## config.mk

```make
export PLATFORM = sky130hd
export DESIGN_NAME = uart_mmio_ctrl
export DESIGN_NICKNAME = d
export VERILOG_FILES = /design/src/rtl/uart_mmio_pkg.sv /design/src/rtl/sync_fifo.sv /design/src/rtl/uart_mmio_ctrl.sv
export SDC_FILE = /design/constraint.sdc
export NUM_CORES = 1
export LEC_CHECK = 0
export BUFFER_PORTS_ARGS = -buffer_cell sky130_fd_sc_hd__buf_2
export CORE_MARGIN = 8
export CORE_UTILIZATION = 45
export DETAILED_ROUTE_END_ITERATION = 10
export PLACE_DENSITY = 0.72
export SYNTH_ARGS = -nofsm -noshare
export SYNTH_HDL_FRONTEND = slang
export SYNTH_HIERARCHICAL = 1
export SYNTH_SLANG_ARGS = --single-unit
```

## constraint.sdc

```tcl
create_clock -name clk -period 3.1 [get_ports clk]
set_input_delay 0.31 -clock clk [delete_from_list [all_inputs] [get_ports clk]]
set_output_delay 0.31 -clock clk [all_outputs]
set_load 0.01 [all_outputs]
```

## src/rtl/uart_mmio_pkg.sv

```systemverilog
// Shared constants for the UART MMIO controller: register offsets, status bit
// positions and the TX sequencer state type.
package uart_mmio_pkg;

    localparam logic [7:0] UART_ADDR_TXD  = 8'h18;
    localparam logic [7:0] UART_ADDR_RXD  = 8'h1C;
    localparam logic [7:0] UART_ADDR_STAT = 8'h20;

    localparam int STAT_TX_FULL  = 4;
    localparam int STAT_RX_AVAIL = 3;
    localparam int STAT_TX_DONE  = 2;
    localparam int STAT_TX_IDLE  = 1;
    localparam int STAT_OVR      = 0;

    typedef enum logic [1:0] {
        IDLE,
        LAUNCH,
        WAIT
    } tx_state_t;

endpackage

```

## src/rtl/sync_fifo.sv

```systemverilog
// Single-clock FIFO with a combinational head; pointers carry an extra wrap bit
// so every entry is usable. A push on a full FIFO is accepted when a pop happens too.
module sync_fifo #(
    parameter int WIDTH = 8,
    parameter int DEPTH = 8
) (
    input  logic             clk,
    input  logic             reset,
    input  logic             push,
    input  logic             pop,
    input  logic [WIDTH-1:0] din,
    output logic [WIDTH-1:0] dout,
    output logic             full,
    output logic             empty
);

    localparam int AW = $clog2(DEPTH);

    logic [WIDTH-1:0] mem [DEPTH];
    logic [AW:0]      wr_ptr_reg;
    logic [AW:0]      rd_ptr_reg;
    logic             do_push;
    logic             do_pop;

    assign empty   = (wr_ptr_reg == rd_ptr_reg);
    assign full    = (wr_ptr_reg[AW] != rd_ptr_reg[AW]) &&
                     (wr_ptr_reg[AW-1:0] == rd_ptr_reg[AW-1:0]);
    assign do_pop  = pop && !empty;
    assign do_push = push && (!full || do_pop);
    assign dout    = mem[rd_ptr_reg[AW-1:0]];

    always_ff @(posedge clk) begin
        if (do_push) begin
            mem[wr_ptr_reg[AW-1:0]] <= din;
        end
    end

    always_ff @(posedge clk or posedge reset) begin
        if (reset) begin
            wr_ptr_reg <= '0;
            rd_ptr_reg <= '0;
        end else begin
            if (do_push) begin
                wr_ptr_reg <= wr_ptr_reg + 1'b1;
            end
            if (do_pop) begin
                rd_ptr_reg <= rd_ptr_reg + 1'b1;
            end
        end
    end

endmodule

```

## src/rtl/uart_mmio_ctrl.sv

```systemverilog
// Memory-mapped UART controller: TX/RX FIFOs, TX sequencer and TXD/RXD/STATUS registers.
// Optional feature macro UART_OVR_EN: RX overrun flag plus saturating drop counter at ADDR_STAT+4.
module uart_mmio_ctrl
    import uart_mmio_pkg::*;
#(
    parameter int         TX_DEPTH  = 8,
    parameter int         RX_DEPTH  = 8,
    parameter logic [7:0] ADDR_TXD  = UART_ADDR_TXD,
    parameter logic [7:0] ADDR_RXD  = UART_ADDR_RXD,
    parameter logic [7:0] ADDR_STAT = UART_ADDR_STAT
) (
    input  logic        clk,
    input  logic        reset,
    input  logic        sel,
    input  logic [7:0]  addr,
    input  logic        we,
    input  logic        re,
    input  logic [31:0] wdata,
    output logic [31:0] rdata,
    output logic        tx_dv,
    output logic [7:0]  tx_byte,
    input  logic        tx_active,
    input  logic        tx_done,
    input  logic        rx_dv,
    input  logic [7:0]  rx_byte
);

    logic        wr_txd;
    logic        rd_rxd;
    logic        rd_stat;
    logic        tx_push;
    logic        tx_pop;
    logic        tx_full;
    logic        tx_empty;
    logic [7:0]  tx_head;
    logic        rx_pop;
    logic        rx_full;
    logic        rx_empty;
    logic [7:0]  rx_head;
    logic        done_accept;
    logic        done_flag_reg;
    logic        ovr;
    logic [31:0] status;
    tx_state_t   state_reg;
    logic        unused_wdata;

    assign unused_wdata = ^wdata[31:8];

    assign wr_txd  = sel && we && (addr == ADDR_TXD);
    assign rd_rxd  = sel && re && (addr == ADDR_RXD);
    assign rd_stat = sel && re && (addr == ADDR_STAT);

    // The sequencer pops only when the serializer is free, so tx_byte never changes mid-frame.
    assign tx_push     = wr_txd && !tx_full;
    assign tx_pop      = (state_reg == IDLE) && !tx_empty && !tx_active;
    assign done_accept = (state_reg == WAIT) && tx_done;
    assign rx_pop      = rd_rxd && !rx_empty;

    sync_fifo #(.WIDTH(8), .DEPTH(TX_DEPTH)) u_tx_fifo (
        .clk   (clk),
        .reset (reset),
        .push  (tx_push),
        .pop   (tx_pop),
        .din   (wdata[7:0]),
        .dout  (tx_head),
        .full  (tx_full),
        .empty (tx_empty)
    );

    sync_fifo #(.WIDTH(8), .DEPTH(RX_DEPTH)) u_rx_fifo (
        .clk   (clk),
        .reset (reset),
        .push  (rx_dv),
        .pop   (rx_pop),
        .din   (rx_byte),
        .dout  (rx_head),
        .full  (rx_full),
        .empty (rx_empty)
    );

    always_ff @(posedge clk or posedge reset) begin
        if (reset) begin
            state_reg <= IDLE;
            tx_dv     <= 1'b0;
            tx_byte   <= 8'h00;
        end else begin
            tx_dv <= 1'b0;
            case (state_reg)
                IDLE: begin
                    if (tx_pop) begin
                        tx_byte   <= tx_head;
                        tx_dv     <= 1'b1;
                        state_reg <= LAUNCH;
                    end
                end
                LAUNCH:  state_reg <= WAIT;
                WAIT:    if (tx_done) state_reg <= IDLE;
                default: state_reg <= IDLE;
            endcase
        end
    end

    // Set wins over the read-clear so a completion coinciding with a STATUS read is not lost.
    always_ff @(posedge clk or posedge reset) begin
        if (reset) begin
            done_flag_reg <= 1'b0;
        end else if (done_accept) begin
            done_flag_reg <= 1'b1;
        end else if (rd_stat) begin
            done_flag_reg <= 1'b0;
        end
    end

`ifdef UART_OVR_EN
    logic       rx_drop;
    logic       rd_cnt;
    logic       ovr_reg;
    logic [7:0] drop_cnt_reg;

    assign rx_drop = rx_dv && rx_full && !rx_pop;
    assign rd_cnt  = sel && re && (addr == ADDR_STAT + 8'd4);
    assign ovr     = ovr_reg;

    always_ff @(posedge clk or posedge reset) begin
        if (reset) begin
            ovr_reg      <= 1'b0;
            drop_cnt_reg <= 8'h00;
        end else begin
            if (rx_drop) begin
                ovr_reg <= 1'b1;
            end else if (rd_stat) begin
                ovr_reg <= 1'b0;
            end
            if (rd_cnt) begin
                drop_cnt_reg <= {7'b0, rx_drop};
            end else if (rx_drop && drop_cnt_reg != 8'hFF) begin
                drop_cnt_reg <= drop_cnt_reg + 8'd1;
            end
        end
    end
`else
    assign ovr = 1'b0;
`endif

    always_comb begin
        status                = '0;
        status[STAT_TX_FULL]  = tx_full;
        status[STAT_RX_AVAIL] = !rx_empty;
        status[STAT_TX_DONE]  = done_flag_reg;
        status[STAT_TX_IDLE]  = tx_empty && (state_reg == IDLE);
        status[STAT_OVR]      = ovr;
    end

    always_ff @(posedge clk or posedge reset) begin
        if (reset) begin
            rdata <= '0;
        end else if (rd_rxd) begin
            rdata <= {24'b0, rx_empty ? 8'h00 : rx_head};
        end else if (rd_stat) begin
            rdata <= status;
        end
`ifdef UART_OVR_EN
        else if (rd_cnt) begin
            rdata <= {24'b0, drop_cnt_reg};
        end
`endif
    end

endmodule

```

==> qor.tcl, run 1 <==
set qor(status) {completed}
set qor(startpoint) {u_tx_fifo/wr_ptr_reg[1]}
set qor(drt.antenna.violating_nets) 0
set qor(gpl.final_weighted_congestion) 0.743
set qor(fmax_mhz) 414
set qor(dieWidth_um) 143
set qor(timing.critical_path.fanout_max) 10
set qor(drt-initial-drc-count) 288
set qor(finalHoldViolations) 0
set qor(nets) 533
set qor(fin_util) 0.529
set qor(gr-total-overflow) 0
set qor(timing.reg2reg.worst_path_depth) 8
set qor(critPathRequiredTime_ns) 3.27
set qor(drive_gt1_frac) 0.368
set qor(dr.pass1.iters) 4
set qor(clock_tree_from_tritoncts) {yes}
set qor(fillerInstances) 1255
set qor(drv_slew) 0
set qor(power-per-cell-area_nw_per_um2) 668
set qor(slowest_stage) {sky130_fd_sc_hd__dfrtp_1}
set qor(rrSetupSlack_ns) 0.68
set qor(critPathTopFamily) {simple AND/OR/NAND/NOR gates}
set qor(hold_depth) 2
set qor(critical_path.endpoint_type) {flop}
set qor(post-place-ws_ns) 0.605
set qor(dr_total_vias) 3693
set qor(timing.rr.end) {u_tx_fifo/mem[7][2]}
set qor(drcViolationCount) 0
set qor(cts-buffers-inserted) 17
set qor(slew_headroom) 0.378
set qor(rsz_0062_raised_after_global_routing) {false}
set qor(crit_cells) 8
set qor(vdd_drop_max_uv) 537
set qor(antenna_found_initial) 0
set qor(worst_slew_pin_slew_ns) 0.933
set qor(cts.reportedPaths.clkPinSlew_ns) 0.06
set qor(place.port_buffers) 48
set qor(die_area_um2) 20600
set qor(yosysWarningCount) 6
set qor(number_of_setup_violations_in_the_final_report) 0
set qor(syn-cell-area_um2) 7300
set qor(post-route-min-period_ns) 2.42
set qor(number_of_buffers_and_inverters_on_the_critical_path) 2
set qor(fp.dieH_um) 143
set qor(layout_worst_path_cycle_share) 0.779
set qor(final.setup.tns_ns) 0
set qor(grt_start_max_net_pins) 21
set qor(ios) 97
set qor(clock_insertion_delay_worst_skew_ns) 0.42
set qor(clk_root_buffer_cell) {sky130_fd_sc_hd__clkbuf_16}
set qor(insertedDiodeCount) 0
set qor(worstSetupPathType) {reg -> reg}
set qor(worst_r2r_startpoint) {u_tx_fifo/wr_ptr_reg[1]}
set qor(finalHoldWorstSlack_ns) 0.123
set qor(max-clock-path-buffers) 2
set qor(worst-endpoint-arrival_ns) 2.58
set qor(highest_cell_delay_on_the_worst_timing_path_ns) 0.61
set qor(netlist_instances) 397
set qor(cap_viol_max_count) 0
set qor(crit_path_end) {u_tx_fifo/mem[7][2]}
set qor(post-dp-hpwl_mm) 8.86
set qor(grt_pass1_wl_mm) 20.8
set qor(setup_ws_ns) 0.685
set qor(design_power_total_uw) 5620
set qor(detail_route.vias_per_cell) 5.26
set qor(clock_tree.htree_level_count) 4
set qor(hold_class) {in -> reg}
set qor(hold_buffers) 1
set qor(skew_ns) 0.00830
set qor(placement_rows) 46
set qor(syn_avg_cell_area_um2) 18.4
set qor(cts-resized-gates) 0
set qor(grt_util_all_layers) 0.137
set qor(tritoncts_num_sinks) 164
set qor(routed_wire_length_per_instance_um) 19.3
set qor(number_of_buffers_added_for_setup_after_cts) 0
set qor(core_area_um2) 15900
set qor(first_global_vias) 3859
set qor(initial_core_util) 0.460
set qor(flow.area_growth_from_synthesis_pct) 15.2
set qor(worst_setup_path_start_kind) {flop}
set qor(wl_mm) 13.5
set qor(cp_cell_sequence) {xnor2_2, nand3_2, nor2_1, nor4_2, buf_4, nor3_4, nor2_1, buf_4}
set qor(leakagePower_uw) 0.00309
-- worst min-delay path by stage --
stage              start                       to  slack [ns]
5_1_grt        tx_active             state_reg[0]        0.12
6_report       tx_active             state_reg[0]        0.12
3_3_place_gp       reset  u_rx_fifo/rd_ptr_reg[3]        0.31
2_1_floorplan      reset  u_rx_fifo/rd_ptr_reg[0]        0.13
4_1_cts        tx_active             state_reg[0]         0.1
3_5_place_dp       reset  u_rx_fifo/rd_ptr_reg[2]        0.32
-- stage by stage --
step           instance area [um2]  cells
4_1_cts                       8410    702
2_1_floorplan                 7410    420
3_5_place_dp                  7780    669
5_1_grt                       8410    702
6_report                      8410    702
3_3_place_gp                  7780    669
-- placed cells by master, fill, tap and decap left out, types with 12 or more instances in the layout --
cell,n
sky130_fd_sc_hd__mux4_2,16
sky130_fd_sc_hd__buf_4,28
sky130_fd_sc_hd__buf_2,48
sky130_fd_sc_hd__dfrtp_1,36
sky130_fd_sc_hd__xnor2_1,12
sky130_fd_sc_hd__edfxtp_1,128
sky130_fd_sc_hd__nand2_1,12
sky130_fd_sc_hd__nor2_1,15
sky130_fd_sc_hd__conb_1,24
sky130_fd_sc_hd__clkbuf_16,17
sky130_fd_sc_hd__mux2_4,18
sky130_fd_sc_hd__mux4_1,16
-- cell type report --
class | count | area, um2 | area share
clock buffer | 17 | 425 | 0.0506
clock inverter | 15 | 191 | 0.0228
inverter | 8 | 30.0 | 0.00357
multi-input combinational | 205 | 2290 | 0.272
sequential | 164 | 4740 | 0.564
tap | 216 | 270 | 0.0321
timing repair buffer | 77 | 460 | 0.0547
-- metal layers --
metal	global-route usage	vias up	part of all wire
met2	0.245	90	0.54
li1	-	1685	-
met3	0.0312	28	0.043
met4	0.0675	0	0.025
met5	0	-	0
met1	0.150	1890	0.39
-- report_power, final --
part | switching [uW] | internal, uW
Clock | 872 | 1290
Sequential | 127 | 2590
Combinational | 413 | 325
Total | 1410 | 4210
Note: power is estimated with default switching activity, not from simulation.
==> run 2: changes to the inputs <==
Settings changed: PLACE_DENSITY 0.72 to 0.7.
Clock period 3.1 ns to 2.3 ns, I/O delays scaled along.
==> run 2 against run 1 <==
Net effect: count of clock-buffer cells in the layout grew 1; sequential cell count is the same; combinational power grew 73%; power grew 36%; largest power group unchanged; clock power grew 28%.
==> qor.tcl, run 2 (synthesized netlist as in run 1, its figures left out) <==
set qor(gr-total-overflow) 0 ;# unchanged
set qor(seqCellArea_um2) 4750 ;# about the same
set qor(tritoncts_num_sinks) 164 ;# unchanged
set qor(flow.area_growth_from_synthesis_pct) 21.3
set qor(post-dp-hpwl_mm) 9.38 ;# +5.8%
set qor(clk_root_buffer_cell) {sky130_fd_sc_hd__clkbuf_16}
set qor(finalHoldViolations) 0 ;# unchanged
set qor(die_area_um2) 20600 ;# unchanged
set qor(clock_tree_from_tritoncts) {yes}
set qor(drive_gt1_frac) 0.437 ;# +0.0684
set qor(placement_rows) 46 ;# unchanged
set qor(vdd_drop_max_uv) 639 ;# +19%
set qor(setup_ws_ns) 0.133 ;# -0.552 ns
set qor(ios) 97 ;# unchanged
set qor(dieWidth_um) 143 ;# unchanged
set qor(drt.antenna.violating_nets) 0 ;# unchanged
set qor(leading_cell_type_in_the_layout_fill_and_taps_excluded) {sky130_fd_sc_hd__edfxtp_1}
set qor(number_of_buffers_added_for_setup_after_cts) 0 ;# unchanged
set qor(cts.reportedPaths.clkPinSlew_ns) 0.07 ;# about the same
set qor(clock_tree.htree_level_count) 4 ;# unchanged
set qor(place.port_buffers) 48 ;# unchanged
set qor(hold_class) {in -> reg}
set qor(timing.rr.end) {u_tx_fifo/mem[1][4]}
set qor(core_area_um2) 15900 ;# unchanged
set qor(skew_ns) 0.0104 ;# +0.00208 ns
set qor(worst_setup_path_start_kind) {flop}
set qor(first_global_vias) 3962 ;# +2.7%
set qor(multi_input_area_um2) 2480 ;# +8.6%
set qor(worst_slew_pin_slew_ns) 0.649 ;# -0.283 ns
set qor(critPathRequiredTime_ns) 2.43 ;# -0.84 ns
set qor(rrSetupSlack_ns) 0.13 ;# -0.55 ns
set qor(layout_worst_path_cycle_share) 0.942 ;# +0.163
set qor(post-route-min-period_ns) 2.17 ;# -0.248 ns
set qor(cts-buffers-inserted) 17 ;# unchanged
set qor(worst_r2r_startpoint) {u_tx_fifo/rd_ptr_reg[1]}
set qor(status) {completed}
set qor(crit_path_end) {u_tx_fifo/mem[1][4]}
set qor(grt_pass1_wl_mm) 21.2 ;# +2.1%
set qor(fillerInstances) 1224 ;# -2.5%
set qor(dr_total_vias) 3741 ;# +1.3%
set qor(post-place-ws_ns) -0.0553 ;# -0.660 ns
set qor(slew_headroom) 0.564 ;# +0.187
set qor(drt-initial-drc-count) 249 ;# -14%
set qor(mostFrequentLayoutCells) {sky130_fd_sc_hd__edfxtp_1, sky130_fd_sc_hd__buf_2, sky130_fd_sc_hd__buf_4}
set qor(worst-endpoint-arrival_ns) 2.29 ;# -0.29 ns
set qor(critical_path.endpoint_type) {flop}
set qor(routed_wire_length_per_instance_um) 18.7 ;# -2.9%
set qor(power-per-cell-area_nw_per_um2) 863 ;# +29%
set qor(grt_util_all_layers) 0.138 ;# +0.00156
set qor(drv_slew) 0 ;# unchanged
set qor(number_of_setup_violations_in_the_final_report) 0 ;# unchanged
set qor(insertedDiodeCount) 0 ;# unchanged
set qor(gpl.final_weighted_congestion) 0.740 ;# -0.44%
set qor(dr.pass1.iters) 4 ;# unchanged
set qor(timing.critical_path.fanout_max) 8 ;# -2
set qor(clock_insertion_delay_worst_skew_ns) 0.42 ;# about the same
set qor(detail_route.vias_per_cell) 5.18 ;# -1.5%
set qor(startpoint) {u_tx_fifo/rd_ptr_reg[1]}
set qor(design_power_total_uw) 7650 ;# +36%
set qor(max-clock-path-buffers) 2 ;# unchanged
set qor(rsz_0062_raised_after_global_routing) {false}
set qor(drcViolationCount) 0 ;# unchanged
set qor(fp.dieH_um) 143 ;# unchanged
set qor(initial_core_util) 0.460 ;# unchanged
set qor(leakagePower_uw) 0.00323 ;# +4.4%
set qor(fmax_mhz) 461 ;# +11%
set qor(cap_viol_max_count) 0 ;# unchanged
set qor(nets) 553 ;# +3.8%
set qor(grt_start_max_net_pins) 20 ;# -4.8%
set qor(timing.reg2reg.worst_path_depth) 9 ;# +1
set qor(antenna_found_initial) 0 ;# unchanged
set qor(wl_mm) 13.5 ;# about the same
set qor(worstSetupPathType) {reg -> reg}
-- run 2: cell types whose count changed in the layout (fill, tap and decap cells not counted), moves of 2 or more --
| cell | previous run | this run |
|---|---|---|
| sky130_fd_sc_hd__nor3_1 | 6 | 0 |
| sky130_fd_sc_hd__nor4_4 | 1 | 6 |
| sky130_fd_sc_hd__nor3_4 | 1 | 7 |
| sky130_fd_sc_hd__nor2_2 | 1 | 8 |
| sky130_fd_sc_hd__nor2_1 | 15 | 6 |
| sky130_fd_sc_hd__buf_6 | 0 | 2 |
| sky130_fd_sc_hd__dfrtp_1 | 36 | 34 |
| sky130_fd_sc_hd__buf_12 | 0 | 10 |
| sky130_fd_sc_hd__nor4_2 | 4 | 0 |
| sky130_fd_sc_hd__dfrtp_2 | 0 | 2 |
| sky130_fd_sc_hd__nor2_4 | 0 | 2 |
| sky130_fd_sc_hd__buf_4 | 28 | 36 |
| sky130_fd_sc_hd__bufinv_16 | 3 | 1 |
-- run 2: per-layer routing --
metal	vias up	track usage	routed length, um
met1	1927	0.161	5610
met5	-	0	0
met4	0	0.0498	157
met3	14	0.0338	582
li1	1723	-	-
met2	77	0.244	7160
-- run 2: layout make-up --
class | instances | share of cell area
sequential | 164 | 0.536
multi-input combinational | 205 | 0.280
timing repair buffer | 97 | 0.0839
clock buffer | 18 | 0.0496
tap | 216 | 0.0305
clock inverter | 14 | 0.0164
inverter | 8 | 0.00339
-- run 2: repair_timing --
item | in CTS | in global routing
hold buffers | 1 | 0
gates cloned | 0 | 0
hold endpoints to repair | 25 | 0
endpoints found under the setup margin | 8 | 49
gates resized for setup | 1 | 6
-- run 2: power by group --
group | switching, uW | internal (uW) | leakage [uW]
logic | 693 | 589 | 0.00132
clock network | 1210 | 1550 | 0.000287
registers | 109 | 3500 | 0.00162
total | 2010 | 5640 | 0.00323
-- run 2: metrics by stage --
stage / hold WS (ns) / TNS [ns] / utilization / instance area [um2] / cells
finish: 0.0665 / 0 / 0.558 / 8860 / 722
global route: 0.0594 / 0 / 0.558 / 8860 / 722
CTS: 0.0238 / 0 / 0.556 / 8840 / 722
detailed placement: 0.263 / -2.05 / 0.519 / 8240 / 689
global placement: 0.242 / 0 / 0.519 / 8240 / 689
floorplan: 0.0457 / -8.76 / - / 7610 / 420
-- run 2: worst min path at each step --
stage          slack, ns  cells past startpoint  startpoint                 endpoint
4_1_cts             0.02                      2   tx_active             state_reg[0]
6_report            0.07                      2   tx_active             state_reg[0]
3_3_place_gp        0.24                      2       reset  u_tx_fifo/wr_ptr_reg[0]
5_1_grt             0.06                      2   tx_active             state_reg[0]
3_5_place_dp        0.26                      2       reset  u_tx_fifo/rd_ptr_reg[2]
2_1_floorplan       0.05                      1       reset  u_rx_fifo/rd_ptr_reg[0]
-- run 2: critical path, stage by stage (launching register included) --
cell and delay, ns:
sky130_fd_sc_hd__dfrtp_1 0.42, sky130_fd_sc_hd__xnor2_2 0.15, sky130_fd_sc_hd__nand3_2 0.13, sky130_fd_sc_hd__nor2_4 0.05
sky130_fd_sc_hd__nand2b_4 0.14, sky130_fd_sc_hd__nor4_4 0.18, sky130_fd_sc_hd__buf_4 0.22, sky130_fd_sc_hd__nand2_2 0.11
sky130_fd_sc_hd__nor4_4 0.28, sky130_fd_sc_hd__buf_6 0.19
==> run 3: changes to the inputs <==
Settings changed: CTS_BUF_LIST set to sky130_fd_sc_hd__clkbuf_2 sky130_fd_sc_hd__clkbuf_4 sky130_fd_sc_hd__clkbuf_8, SKIP_CTS_REPAIR_TIMING set to 1.
Clock period 2.3 ns to 2.65 ns, I/O delays scaled along.
==> run 3 against run 2 <==
Net effect: register-to-register slack better by 0.14 ns; critical path depth shrank 1; critical endpoint is now u_tx_fifo/mem[4][2]; count of clock-buffer cells in the layout shrank 1; utilization shrank 3.4 points; non-clock buffer count is 8 lower.
==> qor.tcl, run 3 (synthesized netlist as in run 1, its figures left out) <==
set qor(status) {completed}
set qor(rsz_0062_raised_after_global_routing) {false}
set qor(worst_slew_pin_slew_ns) 0.884 ;# +0.234 ns
set qor(critPathRequiredTime_ns) 2.80 ;# +0.37 ns
set qor(seqPwrFrac) 0.541 ;# +0.070
set qor(grt_util_all_layers) 0.135 ;# -0.00308
set qor(placement_rows) 46 ;# unchanged
set qor(vdd_drop_max_uv) 432 ;# -32%
set qor(dr_total_vias) 3675 ;# -1.8%
set qor(routed_wire_length_per_instance_um) 18.3 ;# -2.3%
set qor(p_sw_uw) 1570 ;# -22%
set qor(finalHoldWorstSlack_ns) 0.0343 ;# -0.0322 ns
set qor(slew_headroom) 0.409 ;# -0.155
set qor(post-dp-hpwl_mm) 9.15 ;# -2.5%
set qor(critical_path.endpoint_type) {flop}
set qor(antenna_found_initial) 0 ;# unchanged
set qor(dp.cells) 681 ;# -1.2%
set qor(detail_route.vias_per_cell) 5.15 ;# -0.66%
set qor(drv_slew) 0 ;# unchanged
set qor(wl_mm) 13.1 ;# -3.4%
set qor(worst-endpoint-arrival_ns) 2.52 ;# +0.23 ns
set qor(comb_power_share) 0.165 ;# -0.003
set qor(internal_power_uw) 4230 ;# -25%
set qor(die_area_um2) 20600 ;# unchanged
set qor(fmax_mhz) 421 ;# -8.9%
set qor(initial_core_util) 0.460 ;# unchanged
set qor(flow.area_growth_from_synthesis_pct) 14.0
set qor(grt_start_max_net_pins) 21 ;# +5.0%
set qor(place.port_buffers) 48 ;# unchanged
set qor(clock_insertion_delay_worst_skew_ns) 0.44 ;# +0.02 ns
set qor(layout_worst_path_cycle_share) 0.897 ;# -0.0450
set qor(drcViolationCount) 0 ;# unchanged
set qor(core_area_um2) 15900 ;# unchanged
set qor(drive_gt1_frac) 0.396 ;# -0.0412
set qor(setup_ws_ns) 0.273 ;# +0.140 ns
set qor(gr-total-overflow) 0 ;# unchanged
set qor(hold_class) {in -> reg}
set qor(finalHoldViolations) 0 ;# unchanged
set qor(skew_ns) 0.0109 ;# +0.000503 ns
set qor(cts-buffers-inserted) 17 ;# unchanged
set qor(dieWidth_um) 143 ;# unchanged
set qor(drt.antenna.violating_nets) 0 ;# unchanged
set qor(tritoncts_num_sinks) 164 ;# unchanged
set qor(fin_cells) 714 ;# -1.1%
set qor(worstSetupPathType) {reg -> reg}
set qor(clock_tree_from_tritoncts) {yes}
set qor(grt_pass1_wl_mm) 20.8 ;# -2.0%
set qor(max-clock-path-buffers) 2 ;# unchanged
set qor(leakagePower_uw) 0.00305 ;# -5.4%
set qor(leading_cell_type_in_the_layout_fill_and_taps_excluded) {sky130_fd_sc_hd__edfxtp_1}
set qor(post-route-min-period_ns) 2.38 ;# +0.210 ns
set qor(gpl.final_weighted_congestion) 0.779 ;# +5.3%
set qor(timing.critical_path.fanout_max) 8 ;# unchanged
set qor(dr.pass1.iters) 4 ;# unchanged
set qor(ios) 97 ;# unchanged
set qor(insertedDiodeCount) 0 ;# unchanged
set qor(clock_tree.htree_level_count) 4 ;# unchanged
set qor(design_power_total_uw) 5800 ;# -24%
set qor(mostFrequentLayoutCells) {sky130_fd_sc_hd__edfxtp_1, sky130_fd_sc_hd__buf_2, sky130_fd_sc_hd__buf_4}
set qor(worst_setup_path_start_kind) {flop}
set qor(post-place-ws_ns) 0.152 ;# +0.207 ns
set qor(fin_util) 0.524 ;# -0.0339
set qor(clk_root_buffer_cell) {sky130_fd_sc_hd__clkbuf_8}
set qor(power.share.clock) 0.294 ;# -0.067
set qor(number_of_setup_violations_in_the_final_report) 0 ;# unchanged
set qor(first_global_vias) 3895 ;# -1.7%
set qor(fp.dieH_um) 143 ;# unchanged
set qor(cap_viol_max_count) 0 ;# unchanged
set qor(nets) 545 ;# -1.4%
set qor(power_switching_share) 0.271 ;# +0.00774
set qor(drt-initial-drc-count) 256 ;# +2.8%
set qor(power-per-cell-area_nw_per_um2) 697 ;# -19%
set qor(cts.reportedPaths.clkPinSlew_ns) 0.09 ;# +0.02 ns
-- run 3: cell count changes in the layout (fill, tap and decap cells not counted), sizes merged --
cell	before	now
buf	96	88
clkbuf	18	17
clkinvlp	1	2
-- run 3: final cells by class --
cell class | count | area [um2]
clock buffer | 17 | 234
clock inverter | 15 | 146
fill | 1294 | 7560
inverter | 8 | 30.0
multi-input combinational | 205 | 2350
sequential | 164 | 4740
tap | 216 | 270
timing repair buffer | 89 | 551
-- run 3: power by group through the flow --
stage | Sequential [uW] | Clock, uW | Combinational (uW)
6_report | 3140 | 1710 | 958
3_5_place_dp | 3200 | 0 | 974
4_1_cts | 3140 | 1750 | 975
2_1_floorplan | 3200 | 0 | 654
3_3_place_gp | 3180 | 0 | 937
5_1_grt | 3160 | 1850 | 1060
-- run 3: routing by layer --
| metal | global-route usage | share of wire |
|---|---|---|
| met2 | 0.246 | 0.55 |
| met5 | 0 | 0 |
| met1 | 0.150 | 0.39 |
| met3 | 0.0338 | 0.047 |
| met4 | 0.0498 | 0.015 |
-- run 3: per-stage QoR --
step | area [um2] | TNS [ns]
2_1_floorplan | 7460 | -0.618
3_5_place_dp | 7930 | 0
6_report | 8320 | 0
4_1_cts | 8310 | 0
5_1_grt | 8320 | 0
3_3_place_gp | 7930 | 0
-- run 3: path summary, 6_finish.rpt --
path                                         start                 endpoint  slack [ns]  depth (start not counted)
setup / recovery           u_tx_fifo/wr_ptr_reg[0]      u_tx_fifo/mem[4][2]        0.27                          8
hold / removal                           tx_active             state_reg[0]        0.03                          2
setup reg to reg           u_tx_fifo/wr_ptr_reg[0]      u_tx_fifo/mem[4][2]        0.27                          8
hold reg to reg                         tx_byte[0]               tx_byte[0]        0.51                          1
max in group asynchronous                    reset                 rdata[6]        1.51                          3
min in group asynchronous                    reset  u_tx_fifo/rd_ptr_reg[3]        0.35                          3
-- run 3: worst max-delay path, cell delays in order (launching register included) --
cell                      delay (ns)
sky130_fd_sc_hd__dfrtp_1        0.49
sky130_fd_sc_hd__xnor2_1        0.19
sky130_fd_sc_hd__nand3_2        0.14
sky130_fd_sc_hd__nor2_1         0.08
sky130_fd_sc_hd__nor4_2         0.44
sky130_fd_sc_hd__buf_4          0.24
sky130_fd_sc_hd__o31ai_2        0.11
sky130_fd_sc_hd__nor3_1         0.16
sky130_fd_sc_hd__buf_4          0.23
